`config.mk`:
```
export PLATFORM = sky130hd
export DESIGN_NAME = y86_decode_wb_flat
export DESIGN_NICKNAME = d
export VERILOG_FILES = /design/src/rtl/y86_pkg.sv /design/src/rtl/y86_decode_wb_if.sv /design/src/rtl/y86_scoreboard.sv /design/src/rtl/y86_decode_wb.sv /design/src/flat_wrapper.sv
export SDC_FILE = /design/constraint.sdc
export NUM_CORES = 1
export LEC_CHECK = 0
export ABC_CLOCK_PERIOD_IN_PS = 2800
export CAP_MARGIN = 25
export CORE_UTILIZATION = 45
export DETAILED_ROUTE_END_ITERATION = 6
export PLACE_DENSITY = 0.85
export SLEW_MARGIN = 20
export SYNTH_ARGS = -nofsm -noshare
export SYNTH_HDL_FRONTEND = slang
export SYNTH_SLANG_ARGS = --single-unit
```
`constraint.sdc`:
```
create_clock -name CLK -period 2.8 [get_ports CLK]
set_input_delay 0.28 -clock CLK [delete_from_list [all_inputs] [get_ports CLK]]
set_output_delay 0.28 -clock CLK [all_outputs]
set_load 0.02 [all_outputs]
```
`src/rtl/y86_pkg.sv`:
```
// Shared y86 decode/writeback definitions: icodes, register ids, FSM states and the field decode map.
package y86_pkg;

  localparam int Y86_DW   = 32;
  localparam int Y86_NREG = 8;
  localparam int Y86_RW   = 3;

  localparam logic [3:0] IRRMOVL = 4'h2;
  localparam logic [3:0] IIRMOVL = 4'h3;
  localparam logic [3:0] IRMMOVL = 4'h4;
  localparam logic [3:0] IMRMOVL = 4'h5;
  localparam logic [3:0] IOPL    = 4'h6;
  localparam logic [3:0] IJXX    = 4'h7;
  localparam logic [3:0] ICALL   = 4'h8;
  localparam logic [3:0] IRET    = 4'h9;
  localparam logic [3:0] IPUSHL  = 4'hA;
  localparam logic [3:0] IPOPL   = 4'hB;

  localparam logic [3:0] RNONE = 4'hF;
  localparam logic [3:0] RESP  = 4'h4;

  typedef enum logic [2:0] {IDLE, WAIT, READ, CAPT, OUT} dec_state_t;
  typedef enum logic [1:0] {WB_IDLE, WB_E, WB_M} wb_state_t;

  typedef struct packed {
    logic [3:0] src_a;
    logic [3:0] src_b;
    logic [3:0] dst_e;
    logic [3:0] dst_m;
  } dec_fields_t;

  // Unused sources stay RNONE internally so they never raise a hazard; the port drives index 0.
  function automatic dec_fields_t decode_fields(input logic [3:0] icode, input logic [3:0] ra,
                                                input logic [3:0] rb);
    dec_fields_t f;
    f = '{src_a: RNONE, src_b: RNONE, dst_e: RNONE, dst_m: RNONE};
    case (icode)
      IRRMOVL: begin f.src_a = ra; f.dst_e = rb; end
      IIRMOVL: f.dst_e = rb;
      IRMMOVL: begin f.src_a = ra; f.src_b = rb; end
      IMRMOVL: begin f.src_b = rb; f.dst_m = ra; end
      IOPL:    begin f.src_a = ra; f.src_b = rb; f.dst_e = rb; end
      IJXX:    ;
      ICALL:   begin f.src_b = RESP; f.dst_e = RESP; end
      IRET:    begin f.src_a = RESP; f.src_b = RESP; f.dst_e = RESP; end
      IPUSHL:  begin f.src_a = ra; f.src_b = RESP; f.dst_e = RESP; end
      IPOPL:   begin f.src_a = RESP; f.src_b = RESP; f.dst_e = RESP; f.dst_m = ra; end
      default: ;
    endcase
    return f;
  endfunction

endpackage

```
`src/rtl/y86_decode_wb_if.sv`:
```
// Bus bundle between the y86 decode/writeback block and its neighbours (decoder, regfile, execute, WB).
interface y86_decode_wb_if #(
  parameter int DW = 32,
  parameter int RW = 3
);
  logic          in_valid, in_ready;
  logic [3:0]    in_icode, in_rA, in_rB;
  logic [DW-1:0] in_valC;
  logic [RW-1:0] srcA, srcB;
  logic [DW-1:0] valA, valB;
  logic          e_valid, e_ready;
  logic [3:0]    e_icode, e_dstE, e_dstM;
  logic [DW-1:0] e_valA, e_valB, e_valC;
  logic          w_valid, w_ready;
  logic [3:0]    w_dstE, w_dstM;
  logic [DW-1:0] w_valE, w_valM;
  logic [RW-1:0] dstW;
  logic [DW-1:0] valE;
  logic          Write;

  modport master (
    output in_valid, in_icode, in_rA, in_rB, in_valC, valA, valB, e_ready,
           w_valid, w_dstE, w_valE, w_dstM, w_valM,
    input  in_ready, srcA, srcB, e_valid, e_icode, e_valA, e_valB, e_valC, e_dstE, e_dstM,
           w_ready, dstW, valE, Write
  );

  modport slave (
    input  in_valid, in_icode, in_rA, in_rB, in_valC, valA, valB, e_ready,
           w_valid, w_dstE, w_valE, w_dstM, w_valM,
    output in_ready, srcA, srcB, e_valid, e_icode, e_valA, e_valB, e_valC, e_dstE, e_dstM,
           w_ready, dstW, valE, Write
  );
endinterface

```
`src/rtl/y86_scoreboard.sv`:
```
// Per-register busy bits: set by issued destinations, cleared by committed writes, set wins on a tie.
module y86_scoreboard
  import y86_pkg::*;
#(
  parameter int NREG = Y86_NREG,
  parameter int RW   = Y86_RW
) (
  input  logic          CLK,
  input  logic          reset,
  input  logic [3:0]    set_a,
  input  logic [3:0]    set_b,
  input  logic          clr_en,
  input  logic [RW-1:0] clr_idx,
  input  dec_fields_t   query,
  output logic          hazard
);

  logic [NREG-1:0] busy, set_mask, clr_mask, query_mask;

  function automatic logic [NREG-1:0] onehot(input logic [3:0] r);
    logic [NREG-1:0] m;
    m = '0;
    if (r != RNONE) m[r[RW-1:0]] = 1'b1;
    return m;
  endfunction

  always_comb begin
    clr_mask = '0;
    if (clr_en) clr_mask[clr_idx] = 1'b1;
  end

  assign set_mask   = onehot(set_a) | onehot(set_b);
  assign query_mask = onehot(query.src_a) | onehot(query.src_b) |
                      onehot(query.dst_e) | onehot(query.dst_m);
  assign hazard     = |(busy & query_mask);

  always_ff @(posedge CLK or negedge reset) begin
    if (!reset) busy <= '0;
    else        busy <= (busy & ~clr_mask) | set_mask;
  end

endmodule

```
`src/rtl/y86_decode_wb.sv`:
```
// y86 decode/writeback: hazard-checked operand fetch to execute, and serialised regfile writeback.
// States: IDLE accept | WAIT hazard | READ srcs held | CAPT latch vals | OUT offer bundle; WB_IDLE | WB_E | WB_M.
// Define Y86_WB_TRACE_EN to print every committed regfile write.
module y86_decode_wb
  import y86_pkg::*;
#(
  parameter int DW   = Y86_DW,
  parameter int NREG = Y86_NREG,
  parameter int RW   = Y86_RW
) (
  input logic            CLK,
  input logic            reset,
  y86_decode_wb_if.slave bus
);

  dec_state_t    d_state, d_next;
  wb_state_t     w_state, w_next;
  dec_fields_t   dec_in, fld, query;
  logic [3:0]    f_icode, set_a, set_b, wf_dstm;
  logic [DW-1:0] f_valc, f_vala, f_valb, wf_valm;
  logic          hazard, accept_d, accept_w, wf_same, clr_en;
  logic          write_q, write_n;
  logic [RW-1:0] dstw_q, dstw_n;
  logic [DW-1:0] vale_q, vale_n;

  assign dec_in   = decode_fields(bus.in_icode, bus.in_rA, bus.in_rB);
  assign query    = (d_state == IDLE) ? dec_in : fld;
  assign accept_d = (d_state == IDLE) && bus.in_valid;
  assign accept_w = (w_state == WB_IDLE) && bus.w_valid;

  always_comb begin
    d_next = d_state;
    case (d_state)
      IDLE:    if (bus.in_valid) d_next = hazard ? WAIT : READ;
      WAIT:    if (!hazard) d_next = READ;
      READ:    d_next = CAPT;
      CAPT:    d_next = OUT;
      OUT:     if (bus.e_ready) d_next = IDLE;
      default: d_next = IDLE;
    endcase
  end

  always_ff @(posedge CLK or negedge reset) begin
    if (!reset) d_state <= IDLE;
    else        d_state <= d_next;
  end

  always_ff @(posedge CLK or negedge reset) begin
    if (!reset) begin
      fld     <= '{src_a: RNONE, src_b: RNONE, dst_e: RNONE, dst_m: RNONE};
      f_icode <= '0;
      f_valc  <= '0;
      f_vala  <= '0;
      f_valb  <= '0;
    end else begin
      if (accept_d) begin
        fld     <= dec_in;
        f_icode <= bus.in_icode;
        f_valc  <= bus.in_valC;
      end
      if (d_state == CAPT) begin
        f_vala <= bus.valA;
        f_valb <= bus.valB;
      end
    end
  end

  assign bus.in_ready = (d_state == IDLE);
  assign bus.srcA     = (d_state == READ && fld.src_a != RNONE) ? fld.src_a[RW-1:0] : '0;
  assign bus.srcB     = (d_state == READ && fld.src_b != RNONE) ? fld.src_b[RW-1:0] : '0;
  assign bus.e_valid  = (d_state == OUT);
  assign bus.e_icode  = f_icode;
  assign bus.e_valA   = f_vala;
  assign bus.e_valB   = f_valb;
  assign bus.e_valC   = f_valc;
  assign bus.e_dstE   = fld.dst_e;
  assign bus.e_dstM   = fld.dst_m;

  always_comb begin
    w_next  = w_state;
    write_n = 1'b0;
    dstw_n  = dstw_q;
    vale_n  = vale_q;
    case (w_state)
      WB_IDLE: if (bus.w_valid) begin
        w_next  = WB_E;
        write_n = (bus.w_dstE != RNONE);
        dstw_n  = bus.w_dstE[RW-1:0];
        vale_n  = bus.w_valE;
      end
      WB_E: if (wf_dstm != RNONE) begin
        w_next  = WB_M;
        write_n = 1'b1;
        dstw_n  = wf_dstm[RW-1:0];
        vale_n  = wf_valm;
      end else begin
        w_next = WB_IDLE;
      end
      WB_M:    w_next = WB_IDLE;
      default: w_next = WB_IDLE;
    endcase
  end

  always_ff @(posedge CLK or negedge reset) begin
    if (!reset) begin
      w_state <= WB_IDLE;
      write_q <= 1'b0;
      dstw_q  <= '0;
      vale_q  <= '0;
      wf_dstm <= RNONE;
      wf_valm <= '0;
      wf_same <= 1'b0;
    end else begin
      w_state <= w_next;
      write_q <= write_n;
      dstw_q  <= dstw_n;
      vale_q  <= vale_n;
      if (accept_w) begin
        wf_dstm <= bus.w_dstM;
        wf_valm <= bus.w_valM;
        wf_same <= (bus.w_dstE == bus.w_dstM);
      end
    end
  end

  assign bus.w_ready = (w_state == WB_IDLE);
  assign bus.Write   = write_q;
  assign bus.dstW    = dstw_q;
  assign bus.valE    = vale_q;

  // When E and M target the same register the index stays busy until the M write lands.
  assign clr_en = write_q && !(w_state == WB_E && wf_same);
  assign set_a  = (d_state == CAPT) ? fld.dst_e : RNONE;
  assign set_b  = (d_state == CAPT) ? fld.dst_m : RNONE;

  y86_scoreboard #(.NREG(NREG), .RW(RW)) u_scoreboard (
    .CLK     (CLK),
    .reset   (reset),
    .set_a   (set_a),
    .set_b   (set_b),
    .clr_en  (clr_en),
    .clr_idx (dstw_q),
    .query   (query),
    .hazard  (hazard)
  );

`ifdef Y86_WB_TRACE_EN
  always_ff @(posedge CLK) begin
    if (write_q) $display("wb r%0d = %h", dstw_q, vale_q);
  end
`else
  // silent build: no trace output
`endif

endmodule
```
`src/flat_wrapper.sv`:
```
// flat-port wrapper written by rule: the top's interface ports become plain ports
module y86_decode_wb_flat import y86_pkg::*;
#(
  parameter int DW   = Y86_DW,
  parameter int NREG = Y86_NREG,
  parameter int RW   = Y86_RW
)
  (CLK, reset, bus_in_valid, bus_in_icode, bus_in_rA, bus_in_rB, bus_in_valC, bus_valA, bus_valB, bus_e_ready, bus_w_valid, bus_w_dstE, bus_w_valE, bus_w_dstM, bus_w_valM, bus_in_ready, bus_srcA, bus_srcB, bus_e_valid, bus_e_icode, bus_e_valA, bus_e_valB, bus_e_valC, bus_e_dstE, bus_e_dstM, bus_w_ready, bus_dstW, bus_valE, bus_Write);
  y86_decode_wb_if #(.DW(DW), .RW(RW)) bus_i ();
  input logic CLK;
  input logic reset;
  input wire logic [$bits(bus_i.in_valid)-1:0] bus_in_valid;
  input wire logic [$bits(bus_i.in_icode)-1:0] bus_in_icode;
  input wire logic [$bits(bus_i.in_rA)-1:0] bus_in_rA;
  input wire logic [$bits(bus_i.in_rB)-1:0] bus_in_rB;
  input wire logic [$bits(bus_i.in_valC)-1:0] bus_in_valC;
  input wire logic [$bits(bus_i.valA)-1:0] bus_valA;
  input wire logic [$bits(bus_i.valB)-1:0] bus_valB;
  input wire logic [$bits(bus_i.e_ready)-1:0] bus_e_ready;
  input wire logic [$bits(bus_i.w_valid)-1:0] bus_w_valid;
  input wire logic [$bits(bus_i.w_dstE)-1:0] bus_w_dstE;
  input wire logic [$bits(bus_i.w_valE)-1:0] bus_w_valE;
  input wire logic [$bits(bus_i.w_dstM)-1:0] bus_w_dstM;
  input wire logic [$bits(bus_i.w_valM)-1:0] bus_w_valM;
  output wire logic [$bits(bus_i.in_ready)-1:0] bus_in_ready;
  output wire logic [$bits(bus_i.srcA)-1:0] bus_srcA;
  output wire logic [$bits(bus_i.srcB)-1:0] bus_srcB;
  output wire logic [$bits(bus_i.e_valid)-1:0] bus_e_valid;
  output wire logic [$bits(bus_i.e_icode)-1:0] bus_e_icode;
  output wire logic [$bits(bus_i.e_valA)-1:0] bus_e_valA;
  output wire logic [$bits(bus_i.e_valB)-1:0] bus_e_valB;
  output wire logic [$bits(bus_i.e_valC)-1:0] bus_e_valC;
  output wire logic [$bits(bus_i.e_dstE)-1:0] bus_e_dstE;
  output wire logic [$bits(bus_i.e_dstM)-1:0] bus_e_dstM;
  output wire logic [$bits(bus_i.w_ready)-1:0] bus_w_ready;
  output wire logic [$bits(bus_i.dstW)-1:0] bus_dstW;
  output wire logic [$bits(bus_i.valE)-1:0] bus_valE;
  output wire logic [$bits(bus_i.Write)-1:0] bus_Write;
  assign bus_i.in_valid = bus_in_valid;
  assign bus_i.in_icode = bus_in_icode;
  assign bus_i.in_rA = bus_in_rA;
  assign bus_i.in_rB = bus_in_rB;
  assign bus_i.in_valC = bus_in_valC;
  assign bus_i.valA = bus_valA;
  assign bus_i.valB = bus_valB;
  assign bus_i.e_ready = bus_e_ready;
  assign bus_i.w_valid = bus_w_valid;
  assign bus_i.w_dstE = bus_w_dstE;
  assign bus_i.w_valE = bus_w_valE;
  assign bus_i.w_dstM = bus_w_dstM;
  assign bus_i.w_valM = bus_w_valM;
  assign bus_in_ready = bus_i.in_ready;
  assign bus_srcA = bus_i.srcA;
  assign bus_srcB = bus_i.srcB;
  assign bus_e_valid = bus_i.e_valid;
  assign bus_e_icode = bus_i.e_icode;
  assign bus_e_valA = bus_i.e_valA;
  assign bus_e_valB = bus_i.e_valB;
  assign bus_e_valC = bus_i.e_valC;
  assign bus_e_dstE = bus_i.e_dstE;
  assign bus_e_dstM = bus_i.e_dstM;
  assign bus_w_ready = bus_i.w_ready;
  assign bus_dstW = bus_i.dstW;
  assign bus_valE = bus_i.valE;
  assign bus_Write = bus_i.Write;
  y86_decode_wb #(.DW(DW), .NREG(NREG), .RW(RW)) u_core (.CLK(CLK), .reset(reset), .bus(bus_i));
endmodule
```
==> results.ini <==
[synthesis]
yosysMostFrequentCell=dfrtp_1
synth_ff_type=dfrtp_1
yosys-top-cells-area=dfrtp_1 50%, mux2_2 13%, nand2_1 7.0%
synth_top_area_share_pct=50.2
syn_inst=825
ys_seq_elements=202
synth_nets=1010
synth_area_um2=9070
synth-edff-count=0
avgSynthCellArea_um2=11.0
netlist_top_cells_count=182 x dfrtp_1, 168 x nand2_1, 102 x mux2_2
ys_seq_area_share_pct=56.0
yosys.area.top_type=dfrtp_1
yosys_warnings=0
synthArstFlopShare_pct=100
synth_cell_types=67

[clock_network]
postCtsSetupBuffers=0
clk_latency_ns=0.50
cts_tree=done
clock-sinks=202
ctsLongestPathBuffers=3
clkTransAtPathRegs_ns=0.06
clockRootBuffer=clkbuf_16
cts-buffers-inserted=23
htree_levels=1

[power_and_ir_drop]
pwr-share-seq_pct=33.7
finalPower_mw=15.8
p_switching_mw=6.03
leakagePower_nw=5.76
switching_share_pct=38.1
p_clk_share_pct=18.7
combPwrFrac_pct=47.5
internal-power_mw=9.81
power.density_nw_per_um2=1160
ir_drop_uv=734

[placement]
io_buffers=337
dp_cells=1405
gp_congestion=0.903
place_ws_ns=-0.0807
post-dp-hpwl_um=20100
post_dp_cell_area_um2=12900

[route]
wl_per_cell_um=19.4
first_pass_iters=5
routed_wl_um=28000
drtAntennaViolNets=0
num_vias=7630
drtIter0Drc=394
drc=0
viasPerCell=5.28

[critical_path]
cp_slowest_stage_delay_ns=0.40
worstPathArrival_ns=2.96
crit_path_end_kind=flip-flop
path_max_fanout=13
cp_top_family=simple AND/OR/NAND/NOR gates
cp_cell_sequence=or3_4 > clkinv_2 > buf_4 > nor4_1 > o22ai_1 > o41ai_1 > o31ai_1 > o2111ai_1 > nor4_2 > o21bai_1
required_ns=3.17
crit_buf_inv=2
slowest_stage=dfrtp_1
start_kind=flip-flop
critPathKind=reg2reg

[sta]
setup_viol=0
drv_slew=0
slew_headroom_pct=57.0
max_freq_mhz=385
fin_skew_ns=0.00813
worst_pin_slew_ns=0.645
finalHoldViolCount=0
rsz0062_at_grt=no
fin_ws_ns=0.205
fin_crit_sh_pct=92.7
post-route-min-period_ns=2.59

[flow_run]
maxCapViolations=0

[layout]
fillers=1390
drive_gt1_share_pct=17.9
final_cells=1446
area_growth_pct=50.0
fin_area_um2=13600
antenna_cells=0
nets=1351

[floorplanning]
die_h_um=144
num_io_pins=338
row_count=51
core-area_um2=19600
die_width_um=144
start_util_pct=46.3
dieArea_um2=20700

[global_route]
overflow=0
grt_pass1_vias=8087
grt_util_all_layers_pct=26.9
grt_first_pass_wirelength_um=42900
antenna_found_initial=0
grt_max_degree=78

[outcome]
status=finished, final reports clean

[worst_hold_path]
hold_class=in2reg

layer usage:
layer / up-vias / GRT usage, % / share of wire, %
li1: 3548 / - / -
met1: 3732 / 31.7 / 39
met2: 291 / 47.1 / 51
met3: 59 / 7.45 / 7.9
met4: 0 / 9.18 / 2.7
met5: - / 0 / 0
path summary, 6_finish.rpt:
check	from	to	slack, ns	depth (start not counted)
worst max-delay path	u_core.d_state[2]$_DFFE_PN0P_	u_core.d_state[0]$_DFFE_PN0P_	0.21	10
worst min-delay path	bus_in_valC[20]	u_core.bus.e_valC[20]$_DFFE_PN0P_	0.30	3
worst max register to register	u_core.d_state[2]$_DFFE_PN0P_	u_core.d_state[0]$_DFFE_PN0P_	0.21	10
worst min register to register	u_core.bus.e_valC[16]$_DFFE_PN0P_	u_core.bus.e_valC[16]$_DFFE_PN0P_	0.47	2
max in group asynchronous	reset	u_core.bus.e_dstM[1]$_DFFE_PN1P_	1.59	3
min in group asynchronous	reset	u_core.bus.e_icode[0]$_DFFE_PN0P_	0.39	2
stage by stage:
stage	TNS [ns]	hold slack [ns]	utilization, %
after global routing	0	0.308	69.5
after global placement	-0.117	0.360	65.7
after CTS	0	0.289	69.4
final	0	0.300	69.5
after detailed placement	-0.157	0.365	65.7
after floorplan	0	-0.0156	-
cells in the final DEF, fill, tap and decap left out, types with 4 or more instances in the layout:
| cell type | Yosys | final |
|---|---|---|
| inv_1 | 9 | 9 |
| nor2_1 | 23 | 22 |
| clkdlybuf4s50_1 | 0 | 336 |
| clkbuf_16 | 0 | 23 |
| o41ai_1 | 5 | 5 |
| buf_12 | 0 | 5 |
| xor2_1 | 4 | 4 |
| nand2b_1 | 6 | 6 |
| a21oi_1 | 11 | 11 |
| o31ai_1 | 6 | 6 |
| nor2b_1 | 8 | 7 |
| nand3b_1 | 8 | 8 |
| nand2_1 | 168 | 168 |
| dfrtp_1 | 182 | 182 |
| or3_1 | 4 | 4 |
| and3_1 | 6 | 6 |
| nor3b_1 | 5 | 5 |
| o22a_1 | 4 | 4 |
| nand3_1 | 7 | 7 |
| and2_1 | 5 | 4 |
| dfstp_2 | 20 | 20 |
| clkinv_2 | 0 | 5 |
| mux2_2 | 102 | 102 |
| nor3_1 | 9 | 9 |
| a32oi_1 | 4 | 4 |
| mux2i_1 | 35 | 35 |
| buf_4 | 10 | 35 |
| o21ai_0 | 74 | 74 |
| clkbuf_1 | 33 | 6 |
tightest hold or removal path, delay by kind of cell:
| kind | cells | cell delay, ns |
|---|---|---|
| and+or+nand+nor | 2 | 0.09 |
| buffers and inverters | 1 | 0.39 |
flip-flops by register name, summed over array words and instances (netlist names), 2 cells and up:
signal	cells
u_core.bus.e_valA	32
u_core.bus.e_valB	32
u_core.bus.e_valC	32
u_core.bus.valE	32
u_core.wf_valm	32
u_core.fld	8
u_core.u_scoreboard.busy	8
u_core.bus.e_dstE	4
u_core.bus.e_dstM	4
u_core.bus.e_icode	4
u_core.wf_dstm	4
u_core.bus.dstW	3
u_core.d_state	3
u_core.w_state	2
layout make-up:
type | instances | area [µm²] | area share, %
Sequential cell | 202 | 5080 | 37.3
Tap cell | 265 | 332 | 2.44
Clock buffer | 31 | 626 | 4.60
Multi-Input combinational cell | 551 | 3680 | 27.0
Timing Repair Buffer | 378 | 3750 | 27.6
Clock inverter | 9 | 105 | 0.772
Inverter | 10 | 38.8 | 0.285
power by group through the flow:
| stage | logic, mW | clock network (mW) | registers, mW |
|---|---|---|---|
| after floorplan | 2.99 | 0 | 6.30 |
| after global placement | 7.41 | 0 | 5.25 |
| after detailed placement | 7.52 | 0 | 5.34 |
| after CTS | 7.59 | 3.02 | 5.34 |
| after global routing | 8.06 | 3.13 | 5.51 |
| final | 7.53 | 2.96 | 5.35 |
logic make-up (layout without fill, tap and decap cells):
| family | after synthesis | in the layout | synth area share (%) |
|---|---|---|---|
| AOI/OAI and AO/OA | 140 | 140 | 9.70 |
| xor gates and xnor gates | 4 | 4 | 0.386 |
| buffers and inverters | 72 | 428 | 3.66 |
| DFF | 202 | 202 | 56.0 |
| muxes | 137 | 137 | 16.5 |
| and+or+nand+nor | 270 | 270 | 13.7 |
timing repair:
item | 4_1_cts | 5_1_grt
cloned | 0 | 0
hold endpoints to repair | 61 | 0
gates resized for setup | 1 | 2
hold buffers | 1 | 0
endpoints found under the setup margin | 4 | 6
pin swaps | 0 | 1
Power figures use the tool's default switching activity.
